==> src/rtl/sync_frame_tx.sv <==
// Serial frame transmitter: 1101 preamble, payload MSB-first, even parity, then a zero gap.
// Feeds the serial line watched by the 1101 overlap detectors for frame sync.
module sync_frame_tx #(
    parameter int                 DATA_W  = 8,
    parameter int                 PRE_W   = 4,
    parameter logic [PRE_W-1:0]   PRE     = 4'b1101,
    parameter int                 GAP_LEN = 2
) (
    input  logic              clk,
    input  logic              reset,
    input  logic [DATA_W-1:0] data_in,
    input  logic              load,
    output logic              ready,
    output logic              out,
    output logic              busy,
    output logic              done
);

    localparam int MAX_LEN = (PRE_W > DATA_W) ? ((PRE_W > GAP_LEN) ? PRE_W : GAP_LEN)
                                              : ((DATA_W > GAP_LEN) ? DATA_W : GAP_LEN);
    localparam int CNT_W   = $clog2(MAX_LEN + 1);

    typedef enum logic [2:0] {
        S_IDLE,
        S_PRE,
        S_DATA,
        S_PAR,
        S_GAP
    } state_t;

    state_t              state, next_state;
    logic [CNT_W-1:0]    cnt, cnt_next;
    logic [DATA_W-1:0]   shift_reg, shift_next;
    logic [PRE_W-1:0]    pre_sr, pre_next;
    logic                parity, parity_next;
    logic                out_next, done_next;

    always_ff @(posedge clk or negedge reset) begin
        if (!reset) begin
            state <= S_IDLE;
        end else begin
            state <= next_state;
        end
    end

    // out is registered from the upcoming state, so each bit becomes visible the cycle after
    // the edge that selects it (the first preamble bit appears right after the accepting edge).
    always_ff @(posedge clk or negedge reset) begin
        if (!reset) begin
            cnt       <= '0;
            shift_reg <= '0;
            pre_sr    <= '0;
            parity    <= 1'b0;
            out       <= 1'b0;
            done      <= 1'b0;
        end else begin
            cnt       <= cnt_next;
            shift_reg <= shift_next;
            pre_sr    <= pre_next;
            parity    <= parity_next;
            out       <= out_next;
            done      <= done_next;
        end
    end

    always_comb begin
        next_state  = state;
        cnt_next    = cnt;
        shift_next  = shift_reg;
        pre_next    = pre_sr;
        parity_next = parity;
        out_next    = 1'b0;
        done_next   = 1'b0;

        case (state)
            S_IDLE: begin
                if (load) begin
                    next_state  = S_PRE;
                    cnt_next    = '0;
                    shift_next  = data_in;
                    parity_next = ^data_in;
                    out_next    = PRE[PRE_W-1];
                    pre_next    = PRE << 1;
                end
            end

            S_PRE: begin
                if (cnt == CNT_W'(PRE_W - 1)) begin
                    next_state = S_DATA;
                    cnt_next   = '0;
                    out_next   = shift_reg[DATA_W-1];
                    shift_next = shift_reg << 1;
                end else begin
                    cnt_next   = cnt + CNT_W'(1);
                    out_next   = pre_sr[PRE_W-1];
                    pre_next   = pre_sr << 1;
                end
            end

            S_DATA: begin
                if (cnt == CNT_W'(DATA_W - 1)) begin
                    next_state = S_PAR;
                    cnt_next   = '0;
                    out_next   = parity;
                    done_next  = 1'b1;
                end else begin
                    cnt_next   = cnt + CNT_W'(1);
                    out_next   = shift_reg[DATA_W-1];
                    shift_next = shift_reg << 1;
                end
            end

            S_PAR: begin
                next_state = S_GAP;
                cnt_next   = '0;
            end

            S_GAP: begin
                if (cnt == CNT_W'(GAP_LEN - 1)) begin
                    next_state = S_IDLE;
                    cnt_next   = '0;
                end else begin
                    cnt_next   = cnt + CNT_W'(1);
                end
            end

            default: begin
                next_state = S_IDLE;
                cnt_next   = '0;
            end
        endcase
    end

    assign ready = (state == S_IDLE);
    assign busy  = ~ready;

endmodule
==> config.mk <==
export PLATFORM = sky130hd
export DESIGN_NAME = sync_frame_tx
export DESIGN_NICKNAME = d
export VERILOG_FILES = /design/src/rtl/sync_frame_tx.sv
export SDC_FILE = /design/constraint.sdc
export NUM_CORES = 1
export LEC_CHECK = 0
export CORE_MARGIN = 5
export CORE_UTILIZATION = 45
export DETAILED_ROUTE_END_ITERATION = 12
export MAX_ROUTING_LAYER = met4
export PLACE_DENSITY = 0.68
export SLEW_MARGIN = 20
export SYNTH_ARGS = -nofsm -noshare
export SYNTH_HDL_FRONTEND = slang
export SYNTH_SLANG_ARGS = --single-unit
==> constraint.sdc <==
create_clock -name clk -period 2.78 [get_ports clk]
set_input_delay 0.834 -clock clk [delete_from_list [all_inputs] [get_ports clk]]
set_output_delay 0.834 -clock clk [all_outputs]
set_load 0.005 [all_outputs]
# After elaboration in Yosys (flattened, before gate mapping)

Cells that the tools add are included.

Add/subtract/negate cells: 1
Equal/unequal tests: 13
Multiplexer cells: 23
Bitwise gates (word level): 1
Reductions and logical operators: 8

Operators with widths:

| kind                | number |
|---|---|
| $mux 4              | 6 |
| $mux 8              | 3 |
| $pmux 8 s3          | 1 |
| $pmux 4 s4          | 1 |
| $pmux 3 s5          | 1 |
| $mux 3              | 4 |
| $ne 2x2->1 const B  | 6 |
| $pmux 4 s2          | 1 |
| $reduce_and 4->1    | 2 |
| $reduce_xor 8->1    | 1 |
| $eq 3x2->1 const B  | 2 |
| $mux 1              | 5 |
| $add 4x1->4 const B | 1 |
| $eq 4x1->1 const B  | 1 |
| $eq 4x2->1 const B  | 1 |
| $eq 4x3->1 const B  | 1 |
| $eq 3x1->1 const B  | 1 |
| $eq 3x3->1 const B  | 1 |
| $logic_not 3->1     | 1 |
| $pmux 1 s3          | 1 |
| $reduce_and 3->1    | 1 |
| $reduce_bool 3->1   | 1 |
| $reduce_and 2->1    | 1 |
| $reduce_bool 2->1   | 1 |
| $not 1->1           | 1 |

Register bits after elaboration: 22
Bits of input ports: 11
Output and inout bits: 4
Word-level logic and storage cells: 53

# Depth between registers and ports, before layout

Word-level depth: 3
Mapped depth: 6
Gate-level depth less buffers: 6

# Worst setup path after synthesis

OpenSTA, ideal clock, no wires.

Path type: input to register
Start point: input load
End point: register pre_sr[2]
Data arrival time: 1,598 ps
Data required time: 2,655 ps
Slack: 1,057 ps
Stages: 4
Path buffers: 0
Cells stage by stage: nand2b_1 -> nor3_1 -> nor2_1 -> mux2_2

Cells in the longest elaborated chain, start to end: 2

Ends and longest elaborated chain:

| item                              | RTL line | RTL |
|---|---|---|
| start: declaration                | 12       | `input logic load,` |
| $ne 2x2->1 (no source line)       | --       |  |
| $reduce_and 3->1 (no source line) | --       |  |
| end signal: assignment            | 59       | `pre_sr <= pre_next;` |
| end: declaration                  | 34       | `logic [PRE_W-1:0] pre_sr, pre_next;` |

No other way between the ends.
A chain may end at the register's enable or synchronous reset.

# Worst setup path in the final report

Start point: register state[0]
End point: output busy

Cells in the longest elaborated chain, start to end: 2

Ends and longest elaborated chain:

| item                     | RTL line | RTL |
|---|---|---|
| start: declaration       | 31       | `state_t state, next_state;` |
| start signal: assignment | 42       | `state <= next_state;` |
| $logic_not 3->1          | 134      | `assign ready = (state == S_IDLE);` |
| $not 1->1                | 135      | `assign busy = ~ready;` |
| end: declaration         | 15       | `output logic busy,` |

No other way between the ends.

==> flow_metrics.tcl <==
set metrics [dict create \
    outcome "completed" \
    gp_congestion 0.785 \
    synth_top_area_share_pct 44.9 \
    rr_worst_depth 4 \
    slew_headroom_pct 75.0 \
    switching_power_uw 605 \
    ys_seq_elements 21 \
    yosys-top-cells-area "dfrtp_1, mux2_2, xnor2_1" \
    worstReg2RegStart "state[0]" \
    largest_reg_flops 8 \
    most-common-layout-cells "dfrtp_1, mux2_2, clkdlybuf4s50_1" \
    drc 0 \
    grt_pass1_vias 827 \
    rsz0062_at_grt "no" \
    cp_data_required_time_ns 1.95 \
    critical_path.cell_chain "nor3_1 > inv_1 > clkdlybuf4s50_1" \
    grt_pass1_wl_um 3640 \
    viasPerCell 5.28 \
    slowest_delay_ns 0.51 \
    port-buffer-count 14 \
    setup_viol 0 \
    tightest_slew_ns 0.373 \
    cts_setup_buffers 0 \
    tritoncts "built" \
    arrival_ns 1.70 \
    grt.total_usage_pct 13.5 \
    die_w_um 61.0 \
    min_to "shift_reg[0]" \
    path_clk_slew_ns 0.12 \
    start_util_pct 47.3 \
    maxSlewViolCount 0 \
    hold_violations 0 \
    yosys.cell_types.count 30 \
    fin_util_pct 56.0 \
    dr.pass1.iters 4 \
    dp_slack_ns 0.496 \
    antenna_found_initial 0 \
    numCtsBuffers 3 \
    n_antenna_cell 0 \
    finalCritPeriodShare_pct 91.3 \
    drive_gt1_share_pct 24.2 \
    synth_area_leader_cell "dfrtp_1" \
    clock-root-buffer "clkbuf_4" \
    via_count 813 \
    syn2layout_area_growth_pct 18.4 \
    mostFrequentLayoutCell "dfrtp_1" \
    num_rows 18 \
    cts_resized 0 \
    clkPwrFrac_pct 9.1 \
    fmax_ghz 0.394 \
    grt_start_max_net_pins 22 \
    synthCells 106 \
    cts_sinks 21 \
    avgSynthCellArea_sq_um 11.0 \
    reg2reg_slack_ns 0.95 \
    hold_depth 1 \
    fin_nets 138 \
    place_area_sq_um 1360 \
    dpl.hpwl_um 1570 \
    maxCapViolCount 0 \
    path_max_fanout 10 \
    synth_nets 119 \
    htreeDepth 1 \
    p_seq_share_pct 34.5 \
    critPathKind "register to output port" \
    wl_per_cell_um 13.2 \
    p_int_uw 1010 \
    hp-start "shift_reg[0]" \
    crit_slowest_cell "dfrtp_1" \
    period_needed_ns 2.54 \
    overflow 0 \
    ant_nets 0 \
    clock_latency_ns 0.30 \
    share_comb_of_total_power_pct 56.4 \
    final.setup.tns_ns 0 \
    die_height_um 61.0 \
    setup_ws_ns 0.242 \
    stdcell_area_sq_um 1390 \
    clock_skew_ns 0.00165 \
    synth_area_sq_um 1170 \
    ir_drop_uv 610 \
    reg2reg_to "shift_reg[2]" \
    ys_warn_count 0 \
    hold_buffers 0 \
    core_area_sq_um 2480 \
    ys_seq_area_share_pct 44.9 \
    io_pins 15 \
    swShare_pct 37.5 \
    crit_path_end_kind "output port" \
    die_area_sq_um 3720 \
    start_kind "register" \
    pwr_density_cell_nw_per_um2 1170 \
    cts_buffer_depth 2 \
    holdCritPathClass "register to register" \
    wirelength_um 2030 \
    fillCellCount 243 \
    p_leak_uw 0.000572 \
    p_total_uw 1620 \
    dr.first_iter.drc_count 19 \
]
[layout make-up]
cell class / count / area [sq um] / area share (%)
clock buffers: 3 / 22.5 / 1.62
clock inverters: 1 / 5.00 / 0.361
inverters: 3 / 11.3 / 0.812
multi-input cells: 79 / 622 / 44.9
flip-flops and latches: 21 / 526 / 37.9
well taps: 30 / 37.5 / 2.71
repair buffers: 17 / 163 / 11.7
[routing by layer]
layer	share of wire [%]	vias to the layer above	track usage, %	routed length [um]
li1	-	407	-	-
met1	44	391	17.2	897
met2	51	13	22.1	1030
met3	3.9	2	1.89	80
met4	0.74	0	4.64	15
met5	0	-	-	0
[worst max path at each step]
stage / to / from / slack, ns / cells after the start
3_3_place_gp: shift_reg[2] / load / 0.53 / 5
5_1_grt: busy / state[0] / 0.08 / 3
4_1_cts: busy / state[0] / 0.22 / 3
6_report: busy / state[0] / 0.24 / 3
3_5_place_dp: shift_reg[2] / load / 0.50 / 5
2_1_floorplan: pre_sr[2] / load / 1.06 / 4
[worst max-delay path: cells and delay by family, from the launching register on]
| kind | cells | cell delay (ns) |
|---|---|---|
| buffers and inverters | 2 | 0.58 |
| flip-flops | 1 | 0.51 |
| AND/OR/NAND/NOR | 1 | 0.31 |
[cells in the mapped netlist]
library cell	n
a21o_1	1
xnor2_1	8
nor2b_1	2
nand3_1	1
nand2b_4	1
mux2_2	17
nor3_2	1
nand2b_2	1
a221oi_1	1
o21bai_1	1
o21ai_0	5
o21bai_4	1
xor2_1	1
dfrtp_1	21
mux2i_1	1
nor3_1	5
inv_1	3
a21oi_1	5
nor2_2	1
nand2_1	5
o21a_1	3
or3_1	2
a21oi_4	1
nand2b_1	3
buf_2	1
nor2_1	6
a2bb2oi_1	1
ha_1	2
nand3b_1	3
clkbuf_1	2
[power by group through the flow]
stage / Sequential [uW] / Clock, uW / Combinational (uW)
3_3_place_gp: 560 / 0 / 895
4_1_cts: 556 / 157 / 926
3_5_place_dp: 564 / 0 / 924
5_1_grt: 579 / 168 / 1010
2_1_floorplan: 518 / 0 / 731
6_report: 557 / 148 / 911
[stage by stage]
stage / std cells / hold WS, ns
2_1_floorplan: 106 / 0.473
5_1_grt: 154 / 0.542
3_5_place_dp: 150 / 0.492
3_3_place_gp: 150 / 0.483
6_report: 154 / 0.518
4_1_cts: 154 / 0.521
[kinds of logic (layout without fill, tap and decap cells)]
kind of cell	after synthesis	after routing	share of synthesized area (%)
xor+xnor	9	9	6.73
simple gates	31	31	15.1
compound gates	19	19	12.0
mux	18	18	17.2
flops	21	21	44.9
fa+ha+maj	2	2	2.14
buf+inv	6	24	2.03
Note: power is estimated with default switching activity, not from simulation.
==> edit 1, RTL diff (same settings) <==
Change the parameter `GAP_LEN` from 2 to 4.
--- a/src/rtl/sync_frame_tx.sv
+++ b/src/rtl/sync_frame_tx.sv
@@ -6,3 +6,3 @@
     parameter logic [PRE_W-1:0]   PRE     = 4'b1101,
-    parameter int                 GAP_LEN = 2
+    parameter int                 GAP_LEN = 4
 ) (
Behaviour: same outputs for any inputs over 10 cycles, from zero or initial values and one cycle with reset low; that may be too few to reach the edited logic, so the function may still have changed.
==> edit 1 against the original RTL <==
  * Wire length is 14% higher
  * Core utilization shrank 3.2 points
  * Power grew 1.1%
  * Sequential cell count unchanged
  * Highest routed layer unchanged
  * Final area up 3.1%
  * Clock skew is essentially flat
  * Area after synthesis is 6.3% higher
  * Setup slack better by 0.0023 ns
==> edit 1: results (changes against the original RTL) <==
outcome: "finished clean"
worst_pin_slew_ns: 0.621  # +0.249 ns
dp_hpwl_um: 1760  # +13%
fillCellCount: 264  # +8.6%
synthCells: 121  # +14%
use_met2_pct: 21.0  # -1.2 points
grt_first_pass_wirelength_um: 4270  # +17%
skew_ns: 0.00144  # -0.000207 ns
track_usage_pct: 13.6  # +0.047 points
holdPathEnd: "parity$_DFFE_PN0P_"
synth.area.mux_share_pct: 16.3  # -0.92 points
place.gp.congestion: 0.800  # +1.9%
use_met1_pct: 17.6  # +0.47 points
drt-total-wl_um: 2320  # +14%
crit_path_max_fanout: 15  # +5
rrSetupSlack_ns: 0.74  # -0.21 ns
met2_wirelength_um: 1120  # +8.7%
synthAdderAreaFrac_pct: 1.01  # -1.1 points
viasPerCell: 5.42  # +2.7%
startpoint: "state[1]$_DFFE_PN0P_"
setup_ws_ns: 0.245  # +0.00225 ns
r2r.worst_path.cells: 5  # +1
first_global_vias: 942  # +14%
p_leak_nw: 0.600  # +4.9%
synth-xor-area-share_pct: 5.63  # -1.1 points
met3_usage_pct: 2.70  # +0.81 points
synth-compound-area-share_pct: 14.0  # +2.0 points
synth_common_cells: "21 x dfrtp_1, 14 x nand2_1, 8 x o21ai_1, 8 x xnor2_1, 7 x mux2_4"
hold_ws_ns: 0.507  # -0.0103 ns
slowest_delay_ns: 0.57  # +0.06 ns
nets: 148  # +7.2%
==> edit 1: cell types whose count changed after synthesis, sizes merged, moves of 3 or more <==
cell,unedited run,this run
nand2,5,14
inv,3,7
mux2,17,13
o21ai,5,9
buf,1,4
nor3,6,3
o21a,3,0
==> edit 1: critical path, delay by kind of cell (launching register included) <==
family        cells  cell delay [ns]
simple gates      1             0.29
flops             1             0.57
buf+inv           1             0.54
==> edit 1: power breakdown <==
part | internal [mW] | switching (mW)
sequential | 0.439 | 0.126
combinational | 0.501 | 0.422
clock | 0.0558 | 0.0894
total | 0.996 | 0.638
==> edit 1: area by class of cell <==
cell class                 instances  area [um2]  share of cell area (%)
clock buffer                       4        26.3                    1.84
multi-input combinational         87         657                    46.0
timing repair buffer              16         155                    10.9
sequential                        21         526                    36.8
inverter                           7        26.3                    1.84
tap                               31        38.8                    2.71
==> edit 2, RTL diff (same flow settings) <==
Made on the original files. Reset style: synchronous (`reset`), changed in 2 clocked blocks.
--- a/src/rtl/sync_frame_tx.sv
+++ b/src/rtl/sync_frame_tx.sv
@@ -37,3 +37,3 @@
 
-    always_ff @(posedge clk or negedge reset) begin
+    always_ff @(posedge clk) begin
         if (!reset) begin
@@ -47,3 +47,3 @@
     // the edge that selects it (the first preamble bit appears right after the accepting edge).
-    always_ff @(posedge clk or negedge reset) begin
+    always_ff @(posedge clk) begin
         if (!reset) begin
Behaviour: differs if reset is asserted again (counterexample within 4 cycles, from zero or initial values and one cycle with reset low); with reset held inactive, the same outputs for 10 cycles.
==> edit 2 against the original RTL <==
  * Setup slack lost 0.11 ns
  * Final area shrank 2.7%
  * Core utilization shrank 1.5 points
  * Critical path depth shrank 1
  * Count of clock-buffer cells in the layout is the same
  * Highest routed layer unchanged
  * Wire length grew 5.7%
  * Largest cell class unchanged
  * Sequential cell count is the same
  * Area after synthesis shrank 0.21%
Power is not compared: it rests on default switching activity, and its combinational part moved more than twofold at a synthesized area within 25%.
==> edit 2: results (changes against the original RTL) <==
met2_wirelength_um: 926  # -10%
rrSetupSlack_ns: 0.86  # -0.09 ns
wl_met1_um: 1130  # +26%
outcome: "finished clean"
layout-drive-gt1-share_pct: 7.97  # -16 points
placed_area_um2: 1320  # -2.8%
critPathCapture: "ready"
area_growth_syn_to_layout_pct: 15.4
buffers: 16  # -1
viasPerCell: 5.29  # +0.24%
synthCells: 124  # +17%
synth-compound-area-share_pct: 22.4  # +10 points
firstDrtPassIters: 4  # unchanged
htreeDepth: 1  # unchanged
post_cts.repair.setup_buffers: 0  # unchanged
dp_hpwl_um: 1650  # +5.3%
min_from: "shift_reg[0]$_SDFFE_PN0P_"
crit-reg2reg-launch: "cnt[0]$_SDFFE_PN0P_"
startpoint: "state[2]$_SDFFE_PN0P_"
synth_fp_nets: 137  # +15%
grt_first_pass_wirelength_um: 3730  # +2.4%
holdPathStages: 2  # +1
r2r_end: "shift_reg[0]$_SDFFE_PN0P_"
die-area_um2: 3720  # -0.18%
nets: 152  # +10%
synth.area.top_cells: "dfxtp_1 36%, mux2i_1 7.7%, o211a_1 6.9%"
seq_cell_count: 21  # unchanged
final-clk-cell-share_pct: 2.04  # +0.055 points
fmax_mhz: 378  # -4.1%
ys_async_sr_fraction_pct: 0  # -100 points
fillCellCount: 229  # -5.8%
post_drt_wl_per_cell_um: 12.8  # -3.1%
track_usage_pct: 13.9  # +0.40 points
synth_common_cells: "21 x dfxtp_1, 13 x nand2_1, 9 x mux2i_1"
multi_input_area_share_pct: 51.7  # +6.8 points
yosysUniqueCellTypes: 40  # +33%
place.gp.congestion: 0.815  # +3.8%
multi_input_cells: 94  # +19%
synthAdderAreaFrac_pct: 2.14  # +0.0046 points
r2r.worst_path.cells: 6  # +2
seq_area_frac_synth_pct: 36.0  # -8.9 points
holdPathEnd: "shift_reg[0]$_SDFFE_PN0P_"
synth.area.mux_share_pct: 7.71  # -9.5 points
nonClkBufAreaFrac_pct: 11.5  # -0.23 points
skew_ns: 0.00598  # +0.00433 ns
drt_iter0_markers: 15  # -4
worst_pin_slew_ns: 0.784  # +0.412 ns
final_cells: 168  # +9.1%
num-clock-buffers: 3  # unchanged
synth-xor-area-share_pct: 6.00  # -0.74 points
antenna_found_initial: 0  # unchanged
first_global_vias: 861  # +4.1%
sh_seq_area_pct: 31.2  # -6.7 points
wl_met3_um: 57  # -29%
grt_max_degree: 17  # -23%
n_antenna_cell: 0  # unchanged
placed_cells: 164  # +9.3%
worstPathArrival_ns: 1.81  # +0.11 ns
edit 2: cell types whose count changed after synthesis, sizes merged, moves of 8 or more:
cell   before  now
nand2       5   13
dfxtp       0   21
mux2       17    0
mux2i       1    9
o211a       0    8
dfrtp      21    0
edit 2: routing by layer:
layer,up-vias,track usage [%]
li1,472,-
met1,401,18.4
met2,11,20.9
met3,5,2.55
met4,0,5.57
met5,-,-
edit 2: power breakdown:
group          internal [mW]  switching (mW)
Sequential             0.323          0.0166
Combinational         0.0772          0.0619
Clock                 0.0537          0.0951
Total                  0.454           0.174
edit 2: metrics by stage:
| step | worst slack [ns] | hold slack [ns] |
|---|---|---|
| after global placement | 0.259 | 0.463 |
| after detailed placement | 0.246 | 0.483 |
| after floorplan | 0.910 | 0.444 |
| after global routing | 0.0279 | 0.530 |
| final | 0.133 | 0.501 |
| after CTS | 0.125 | 0.502 |
edit 2: critical path: stages (launching register included):
cell	delay [ns]
dfxtp_1	0.47
nor3_1	0.44
clkdlybuf4s50_1	0.60
